## config.mk

```make
export PLATFORM = sky130hd
export DESIGN_NAME = line_dma_writer
export DESIGN_NICKNAME = d
export VERILOG_FILES = /design/src/rtl/line_dma_writer.sv
export SDC_FILE = /design/constraint.sdc
export NUM_CORES = 1
export LEC_CHECK = 0
export CAP_MARGIN = 0
export CORE_UTILIZATION = 30
export CTS_CLUSTER_DIAMETER = 120
export CTS_CLUSTER_SIZE = 24
export DETAILED_ROUTE_END_ITERATION = 10
export HOLD_SLACK_MARGIN = 0.03
export PLACE_DENSITY = 0.57
export REMOVE_ABC_BUFFERS = 1
export SLEW_MARGIN = 40
export SYNTH_ARGS = -nofsm -noshare
export SYNTH_HDL_FRONTEND = slang
export SYNTH_SLANG_ARGS = --single-unit
export TNS_END_PERCENT = 5
```

## constraint.sdc

```tcl
create_clock -name CLK -period 12 [get_ports CLK]
set_clock_uncertainty 0.15 [all_clocks]
set_input_delay 1.2 -clock CLK [delete_from_list [all_inputs] [get_ports CLK]]
set_output_delay 1.2 -clock CLK [all_outputs]
set_load 0.03 [all_outputs]
```

## src/rtl/line_dma_writer.sv

```systemverilog
// Multi-command DMA write master: queues (address, size) buffer commands and drains a
// show-ahead FIFO into an Avalon-MM write port as bursts of up to BURST_MAX words.
// Latency: command accepted at edge N, popped at N+1, first SDRAM_WRITE from N+2 when data is present.
// Backpressure: CMD_READY drops when the queue is full; SDRAM_WAITREQUEST stalls beats; a burst only starts once the FIFO holds all its beats.
//
// Ports: CLK/RST (async active-high); CMD_ADR/CMD_SIZE/CMD_VALID/CMD_READY command queue;
// ABORT drops queue and current buffer; BUSY, DONE_CNT status; FIFO_* show-ahead FIFO read
// side; SDRAM_* Avalon-MM write master.
// Optional macro LINE_DMA_HWSWAP_EN: swap the 16-bit halves of every 32-bit write-data lane.
module line_dma_writer #(
    parameter int DATA_W    = 128,
    parameter int ADDR_W    = 28,
    parameter int CMD_DEPTH = 4,
    parameter int BURST_MAX = 16,
    parameter int FCNT_W    = 11,
    parameter int CNT_W     = 16
) (
    input  logic                CLK,
    input  logic                RST,
    input  logic [ADDR_W-1:0]   CMD_ADR,
    input  logic [ADDR_W-1:0]   CMD_SIZE,
    input  logic                CMD_VALID,
    output logic                CMD_READY,
    input  logic                ABORT,
    output logic                BUSY,
    output logic [CNT_W-1:0]    DONE_CNT,
    input  logic [DATA_W-1:0]   FIFO_DATA,
    input  logic                FIFO_EMPTY,
    input  logic [FCNT_W-1:0]   FIFO_DATA_CNT,
    output logic                FIFO_RD_EN,
    output logic [ADDR_W-1:0]   SDRAM_ADDRESS,
    output logic [7:0]          SDRAM_BURSTCOUNT,
    output logic [DATA_W-1:0]   SDRAM_WRITEDATA,
    output logic [DATA_W/8-1:0] SDRAM_BYTEENABLE,
    output logic                SDRAM_WRITE,
    input  logic                SDRAM_WAITREQUEST
);
    localparam int QAW  = $clog2(CMD_DEPTH);
    localparam int CMPW = (ADDR_W > FCNT_W) ? ADDR_W : FCNT_W;

    typedef enum logic [1:0] {S_IDLE, S_CHECK, S_BURST, S_DONE} state_t;

    state_t            state, state_nxt;

    logic [ADDR_W-1:0] q_adr  [CMD_DEPTH];
    logic [ADDR_W-1:0] q_size [CMD_DEPTH];
    logic [QAW-1:0]    q_wr, q_rd;
    logic [QAW:0]      q_cnt, q_cnt_nxt;
    logic              cmd_rdy;

    logic              push, pop, load, last, done_inc, beat, write;
    logic [ADDR_W-1:0] cur_adr, cur_rem, len;
    logic [CMPW-1:0]   fcnt_ext, len_ext;
    logic [7:0]        beat_cnt, bcnt;
    logic [ADDR_W-1:0] adr_out;
    logic              abort_pend;
    logic [CNT_W-1:0]  done_cnt;

    // A command arriving in the ABORT cycle is dropped along with the queue.
    assign push      = CMD_VALID & cmd_rdy & ~ABORT;
    assign q_cnt_nxt = ABORT ? '0 : (q_cnt + {{QAW{1'b0}}, push} - {{QAW{1'b0}}, pop});

    assign len      = (cur_rem > ADDR_W'(BURST_MAX)) ? ADDR_W'(BURST_MAX) : cur_rem;
    assign fcnt_ext = CMPW'(FIFO_DATA_CNT);
    assign len_ext  = CMPW'(len);

    always_comb begin
        state_nxt = state;
        pop       = 1'b0;
        load      = 1'b0;
        last      = 1'b0;
        done_inc  = 1'b0;
        write     = (state == S_BURST);
        beat      = write & ~SDRAM_WAITREQUEST;
        case (state)
            S_IDLE: begin
                if (!ABORT && q_cnt != '0) begin
                    pop       = 1'b1;
                    state_nxt = S_CHECK;
                end
            end
            S_CHECK: begin
                if (ABORT) begin
                    state_nxt = S_IDLE;
                end else if (cur_rem == '0) begin
                    state_nxt = S_DONE;
                end else if (!FIFO_EMPTY && fcnt_ext >= len_ext) begin
                    // Every beat of the burst is already in the FIFO: no mid-burst underrun.
                    load      = 1'b1;
                    state_nxt = S_BURST;
                end
            end
            S_BURST: begin
                if (beat && beat_cnt == 8'd1) begin
                    last      = 1'b1;
                    state_nxt = (abort_pend || ABORT) ? S_IDLE : S_CHECK;
                end
            end
            S_DONE: begin
                done_inc  = 1'b1;
                state_nxt = S_IDLE;
            end
            default: state_nxt = S_IDLE;
        endcase
    end

    always_ff @(posedge CLK or posedge RST) begin
        if (RST) state <= S_IDLE;
        else     state <= state_nxt;
    end

    // Queue storage needs no reset; only pointers and count define its contents.
    always_ff @(posedge CLK) begin
        if (push) begin
            q_adr[q_wr]  <= CMD_ADR;
            q_size[q_wr] <= CMD_SIZE;
        end
    end

    always_ff @(posedge CLK or posedge RST) begin
        if (RST) begin
            q_wr    <= '0;
            q_rd    <= '0;
            q_cnt   <= '0;
            cmd_rdy <= 1'b0;
        end else begin
            q_cnt   <= q_cnt_nxt;
            cmd_rdy <= (q_cnt_nxt < (QAW+1)'(CMD_DEPTH));
            if (push) q_wr <= q_wr + 1'b1;
            if (ABORT)    q_rd <= q_wr;
            else if (pop) q_rd <= q_rd + 1'b1;
        end
    end

    always_ff @(posedge CLK or posedge RST) begin
        if (RST) begin
            cur_adr    <= '0;
            cur_rem    <= '0;
            adr_out    <= '0;
            bcnt       <= '0;
            beat_cnt   <= '0;
            abort_pend <= 1'b0;
            done_cnt   <= '0;
        end else begin
            if (pop) begin
                cur_adr <= q_adr[q_rd];
                cur_rem <= q_size[q_rd];
            end
            if (load) begin
                adr_out  <= cur_adr;
                bcnt     <= 8'(len);
                beat_cnt <= 8'(len);
            end else if (beat) begin
                beat_cnt <= beat_cnt - 8'd1;
            end
            if (last) begin
                cur_adr <= cur_adr + ADDR_W'(bcnt);
                cur_rem <= cur_rem - ADDR_W'(bcnt);
            end
            // An abort seen mid-burst is remembered until the burst's last beat.
            if (last)                            abort_pend <= 1'b0;
            else if (ABORT && state == S_BURST)  abort_pend <= 1'b1;
            if (done_inc) done_cnt <= done_cnt + 1'b1;
        end
    end

`ifdef LINE_DMA_HWSWAP_EN
    always_comb begin
        SDRAM_WRITEDATA = FIFO_DATA;
        for (int i = 0; i < DATA_W/32; i++) begin
            SDRAM_WRITEDATA[32*i +: 32] = {FIFO_DATA[32*i +: 16], FIFO_DATA[32*i+16 +: 16]};
        end
    end
`else
    assign SDRAM_WRITEDATA = FIFO_DATA;
`endif

    assign CMD_READY        = cmd_rdy;
    assign BUSY             = (state != S_IDLE) | (q_cnt != '0);
    assign DONE_CNT         = done_cnt;
    assign SDRAM_WRITE      = write;
    assign FIFO_RD_EN       = beat;
    assign SDRAM_ADDRESS    = adr_out;
    assign SDRAM_BURSTCOUNT = bcnt;
    assign SDRAM_BYTEENABLE = '1;
endmodule
```

* Yosys cells after proc, flatten, opt, wreduce, memory -nomap -nowiden
Memory sizes are Yosys's and may differ from the RTL's.
Index checks and enable logic that the tools add are counted.
** Cells by class
- Add/sub/neg operators :: 8
- $lt $le $gt $ge :: 3
- Eq/ne operators :: 7
- Multiplexer cells :: 30
- Bitwise gates (word level) :: 6
- Reduce and logical (&&, ||, !) cells :: 16
** Operators by type and width (count)
- 2-to-1 mux 28 bit :: 5
- adder 28 x 8 -> 28 bit :: 1
- >= comparator 11 x 28 -> 1 bit :: 1
- greater-than comparator 28 x 5 -> 1 bit (second input constant) :: 1
- zero test 28 bit :: 1
- subtractor 28 x 8 -> 28 bit :: 1
- adder 16 x 1 -> 16 bit (second input constant) :: 1
- 2-to-1 mux 8 bit :: 2
- 2-to-1 mux 1 bit :: 14
- 2-to-1 mux 2 bit :: 7
- nonzero test 2 bit :: 5
- == test 8 x 1 -> 1 bit (second input constant) :: 1
- one-hot mux 2 bit (4 select lines) :: 1
- subtractor 8 x 1 -> 8 bit (second input constant) :: 1
- adder 2 x 1 -> 2 bit (second input constant) :: 2
- == test 2 bit (second input constant) :: 2
- logical AND 1 bit :: 4
- inequality test 4 bit (second input constant) :: 1
- adder 3 x 1 -> 3 bit :: 1
- bitwise AND 1 bit :: 3
- < comparator 3 bit (second input constant) :: 1
- 2-to-1 mux 3 bit :: 1
- AND reduction 3 bit :: 1
- nonzero test 3 bit :: 1
- other kinds (9) :: 11
** Storage, ports and cells
- Register bits :: 127
- RAM bits :: 224
- Logic and storage cells :: 84
- Memories :: 2
** Memories
- q_adr :: words 4, width 28, rd ports 1, clocked after Yosys merged registers in 0, write ports 1, line 45 : logic [ADDR_W-1:0] q_adr [CMD_DEPTH];
- q_size :: words 4, width 28, rd ports 1, clocked after Yosys merged registers in 0, write ports 1, line 46 : logic [ADDR_W-1:0] q_size [CMD_DEPTH];

* Longest topological paths before layout
- Depth after elaboration :: 9
- Gate-level depth with buffers :: 14
- Mapped depth without buffers :: 12

* Worst setup path after synthesis
No wires, ideal clock.
- Path kind :: register to register
- From :: register cur_rem[17]
- To :: register adr_out[0], in the netlist SDRAM_ADDRESS[0]
- Data arrival time :: 3.567 ns
- Required time :: 11.722 ns
- Path slack :: 8.155 ns
- Stages on the path, launching flop included :: 15
- Buffers on the path :: 3
- Period minus slack after synthesis :: 3.845 ns
- Cells stage by stage :: dfrtp_1 or4_4 nor4_4 and4b_4 buf_2 nand2_1 ha_1 a211o_1 a31oi_1 o21ai_0 o21a_1 clkbuf_1 nand2_8 buf_6 mux2_1
** Between the ends
- Cells in the longest elaborated chain, start to end :: 8
** Ends and longest elaborated chain
- from (decl) :: line 52 : logic [ADDR_W-1:0] cur_adr, cur_rem, len;
- from (signal assigned) :: line 147 : cur_rem <= q_size[q_rd];
- from (signal assigned) :: line 158 : cur_rem <= cur_rem - ADDR_W'(bcnt);
- greater-than comparator 28 x 5 -> 1 bit :: line 63 : assign len = (cur_rem > ADDR_W'(BURST_MAX)) ? ADDR_W'(BURST_MAX) : cur_rem;
- 2-to-1 mux 28 bit :: line 63
- >= comparator 11 x 28 -> 1 bit :: line 87 : end else if (!FIFO_EMPTY && fcnt_ext >= len_ext) begin
- logical AND 1 bit :: line 87
- 2-to-1 mux 1 bit :: line 87
- 2-to-1 mux 1 bit (*) :: line 85 : end else if (cur_rem == '0) begin
- 2-to-1 mux 1 bit (*) :: line 83 : if (ABORT) begin
- 2-to-1 mux 1 bit (*) :: line 75 : case (state)
- to (signal assigned) :: line 150 : adr_out <= cur_adr;
- to (decl) :: line 55 : logic [ADDR_W-1:0] adr_out;
Every way passes the cells marked *; elsewhere a longest branch is shown, timed or not.
A chain may end at the register's enable or synchronous reset.

* Worst setup path in the final report
- From :: input SDRAM_WAITREQUEST
- To :: output FIFO_RD_EN
** Between the ends
- Cells in the longest elaborated chain, start to end :: 2
** Ends and longest elaborated chain
- from (decl) :: line 36 : input logic SDRAM_WAITREQUEST
- NOT 1 bit :: line 74 : beat = write & ~SDRAM_WAITREQUEST;
- bitwise AND 1 bit :: line 74
- to (decl) :: line 30 : output logic FIFO_RD_EN,
No other way between the ends.

==> impl_metrics.yaml <==
global_routing:
  grt_pass1_wl_um: 78900
  overflow: 0
  antenna_found_initial: 5
  grt_use_total: 0.204
  grt_pass1_vias: 9588
  grt_max_degree: 76
worst_setup_path:
  crit_start: "SDRAM_WAITREQUEST"
  crit_chain: "clkdlybuf4s50_1 > or3b_1 > inv_2 > clkdlybuf4s50_1"
  endpoint: "FIFO_RD_EN"
  ff2ff_path_depth: 11
  crit_arrival_ns: 3.01
  critical_path_buf_inv_count: 3
  r2r_slack_ns: 7.69
  max_stage_delay_ns: 0.72
  worst-path-stages: 4
  cp_max_fo: 7
  cp.required_ns: 10.65
  end_kind: "primary output"
  crit_slowest_cell: "clkdlybuf4s50_1"
  crit_family: "buffers and inverters"
  worstSetupPathType: "in -> out"
  start_kind: "primary input"
  crit_top_cell: "clkdlybuf4s50_1"
  r2r-start: "cur_rem[17]$_DFFE_PP0P_"
  regToRegEndpoint: "SDRAM_ADDRESS[22]$_DFFE_PP0P_"
synthesis:
  yosysSeqAreaShare: 0.607
  yosys_warnings: 0
  synth-compound-area-share: 0.0778
  synth.ff_latch_count: 351
  yosys.area.top_type: "edfxtp_1"
  synth_area_per_cell_um2: 14.1
  synth_top_family_by_area: "multiplexers"
  synth_mux_area_frac: 0.100
  async_reset_ff_frac: 0.362
  yosys.area_share.simple: 0.0773
  synthAdderAreaFrac: 0.0313
  synth-edff-count: 224
  synth.area.top_cells: "edfxtp_1, dfrtp_1, mux4_2, buf_4, ha_1"
  yosys.area.top_type_share: 0.412
  synthXorXnorAreaFrac: 0.0199
  synthCells: 1154
  synth_flop_cell: "edfxtp_1"
  netlist_area_um2: 16300
  ys_types: 72
timing:
  finalCritPeriodShare: 0.363
  setup_viol: 0
  tns_ns: 0
  slew_viol_final: 0
  max_slew_margin: 0.406
  period_minus_slack_ns: 4.36
  timing.fmax_mhz: 229
  holdWs_ns: 0.336
  worst_slew_pin_slew_ns: 0.882
  hold_viol: 0
  rsz0062_at_grt: "false"
routing:
  via_per_inst: 5.29
  post_drt_wl_per_cell_um: 30.5
  drt_iter0_markers: 873
  vias: 9824
  drc: 0
  ant_nets: 0
  wirelength_um: 56700
  drt_first_pass_iters: 5
final_layout:
  regArea_um2: 9910
  fillers: 5271
  multi_input_area_um2: 5100
  diodes: 0
  final_cell_mix: "edfxtp_1, clkdlybuf4s50_1, dfrtp_1, nor2_1, mux4_2"
  final_common_cell: "edfxtp_1"
  drive_above_1_share: 0.110
  area.growth.synth_to_final_pct: 10.1
  fin_nets: 1389
power_and_ir_drop:
  switching_power_w: 0.00144
  leakagePower_nw: 6.28
  power.internal_w: 0.00250
  pwr-share-comb: 0.364
  ir_drop_mv: 0.107
  power.density_nw_per_um2: 219
  clock_power_share: 0.176
  swShare: 0.365
  power_frac_seq: 0.460
placement:
  gp_congestion: 0.784
  portBuffers: 128
  dp_hpwl_um: 40400
die:
  fp.coreArea_um2: 53800
  die_h_um: 235
  io_pins: 401
  die_area_um2: 55300
  die_x_um: 235
  rows: 85
  start_util: 0.303
clocking:
  cts_tree: "done"
  postCtsHoldBufs: 0
  clk_latency_ns: 0.54
  clk_path_buf_depth: 3
  cts_resized: 0
  clock-sinks: 351
  post-cts-setup-buffers: 0
  clk_pin_slew_worst_paths_ns: 0.10
  cts_max_level: 1
  numCtsBuffers: 18
  cts_root_buf: "clkbuf_16"
run_status:
  status: "complete, no violations"
run:
  drv_cap: 0
min_path:
  hold_path.class: "reg -> reg"
## worst min-delay path by stage
| stage | startpoint | to | slack [ns] | depth (start not counted) |
|---|---|---|---|---|
| floorplan | cur_adr[27]$_DFFE_PP0P_ | cur_adr[27]$_DFFE_PP0P_ | 0.30 | 1 |
| global placement | DONE_CNT[15]$_DFFE_PP0P_ | DONE_CNT[15]$_DFFE_PP0P_ | 0.31 | 1 |
| detailed placement | DONE_CNT[15]$_DFFE_PP0P_ | DONE_CNT[15]$_DFFE_PP0P_ | 0.33 | 1 |
| CTS | DONE_CNT[15]$_DFFE_PP0P_ | DONE_CNT[15]$_DFFE_PP0P_ | 0.35 | 1 |
| global route | DONE_CNT[15]$_DFFE_PP0P_ | DONE_CNT[15]$_DFFE_PP0P_ | 0.36 | 1 |
| finish | DONE_CNT[15]$_DFFE_PP0P_ | DONE_CNT[15]$_DFFE_PP0P_ | 0.34 | 1 |
## power groups by stage
stage               sequential (W)  combinational [W]  clock [W]
floorplan                  0.00189           0.000886          0
global placement           0.00187            0.00139          0
detailed placement         0.00185            0.00145          0
CTS                        0.00182            0.00145   0.000717
global route               0.00186            0.00157   0.000754
finish                     0.00181            0.00143   0.000693
## kinds of logic (layout without fill, tap and decap cells)
| group | after synthesis | after routing |
|---|---|---|
| DFF | 351 | 351 |
| and+or+nand+nor | 235 | 235 |
| other | 1 | 22 |
| adders and majority gates | 39 | 39 |
| AOI/OAI and AO/OA | 185 | 185 |
| buffers and inverters | 216 | 202 |
| muxes | 90 | 90 |
| xor gates and xnor gates | 37 | 37 |
## layout make-up
type	instances	area share
Inverter	28	0.00613
Timing Repair Buffer	142	0.0792
Clock buffer	31	0.0290
Multi-Input combinational cell	608	0.284
Clock inverter	1	0.000627
Sequential cell	351	0.552
Tap cell	696	0.0485
## state kept, by name (all words and copies together), names as in the netlist
name / count
q_rd: 2
cur_rem: 28
beat_cnt: 8
q_wr: 2
DONE_CNT: 16
q_size: 112
abort_pend: 1
SDRAM_BURSTCOUNT: 8
cur_adr: 28
state: 2
q_cnt: 3
SDRAM_ADDRESS: 28
q_adr: 112
CMD_READY: 1
## cells in the mapped netlist, types with 3 or more instances
master    instances
xor2_1            6
mux4_2           56
edfxtp_1        224
mux2i_1           5
nor2_2            3
mux2_1           22
nand2_1          38
buf_4           144
clkbuf_1         24
a32o_1            7
o22ai_1          26
mux2_2            7
fa_1              3
nor2b_1           7
o21a_1            7
nor3_1           29
a21oi_1          37
nor4_1            8
xnor2_1          31
a31oi_1           3
or2_2             5
inv_1            27
nand3_1          21
a41o_1            3
o31ai_1           3
nand4_1           5
nand2b_1          8
a211oi_1         28
a21o_1            5
a31o_2            3
or4_1             6
buf_2            15
o21ai_0          24
a311oi_1         19
nor2_1           63
o211ai_1          4
and3_1           14
and2_1            8
ha_1             36
dfrtp_1         127
## layer usage
metal  share of wire  wire [um]  vias up  GRT usage
li1                -          -     4186          -
met1            0.42      24100     4981      0.263
met2            0.38      21700      570      0.259
met3            0.17       9460       63      0.156
met4           0.013        737       24     0.0323
met5           0.013        741        -      0.106
## through the flow
stage / setup WS [ns] / utilization / instance area (um^2) / power (W) / instances
2_1_floorplan: 7.27 / - / 15100 / 0.00277 / 987
3_3_place_gp: 7.58 / 0.323 / 17400 / 0.00326 / 1823
3_5_place_dp: 7.54 / 0.323 / 17400 / 0.00329 / 1824
4_1_cts: 7.64 / 0.333 / 17900 / 0.00399 / 1856
5_1_grt: 7.50 / 0.334 / 18000 / 0.00418 / 1857
6_report: 7.64 / 0.334 / 18000 / 0.00394 / 1857
(Power assumes the default switching activity.)
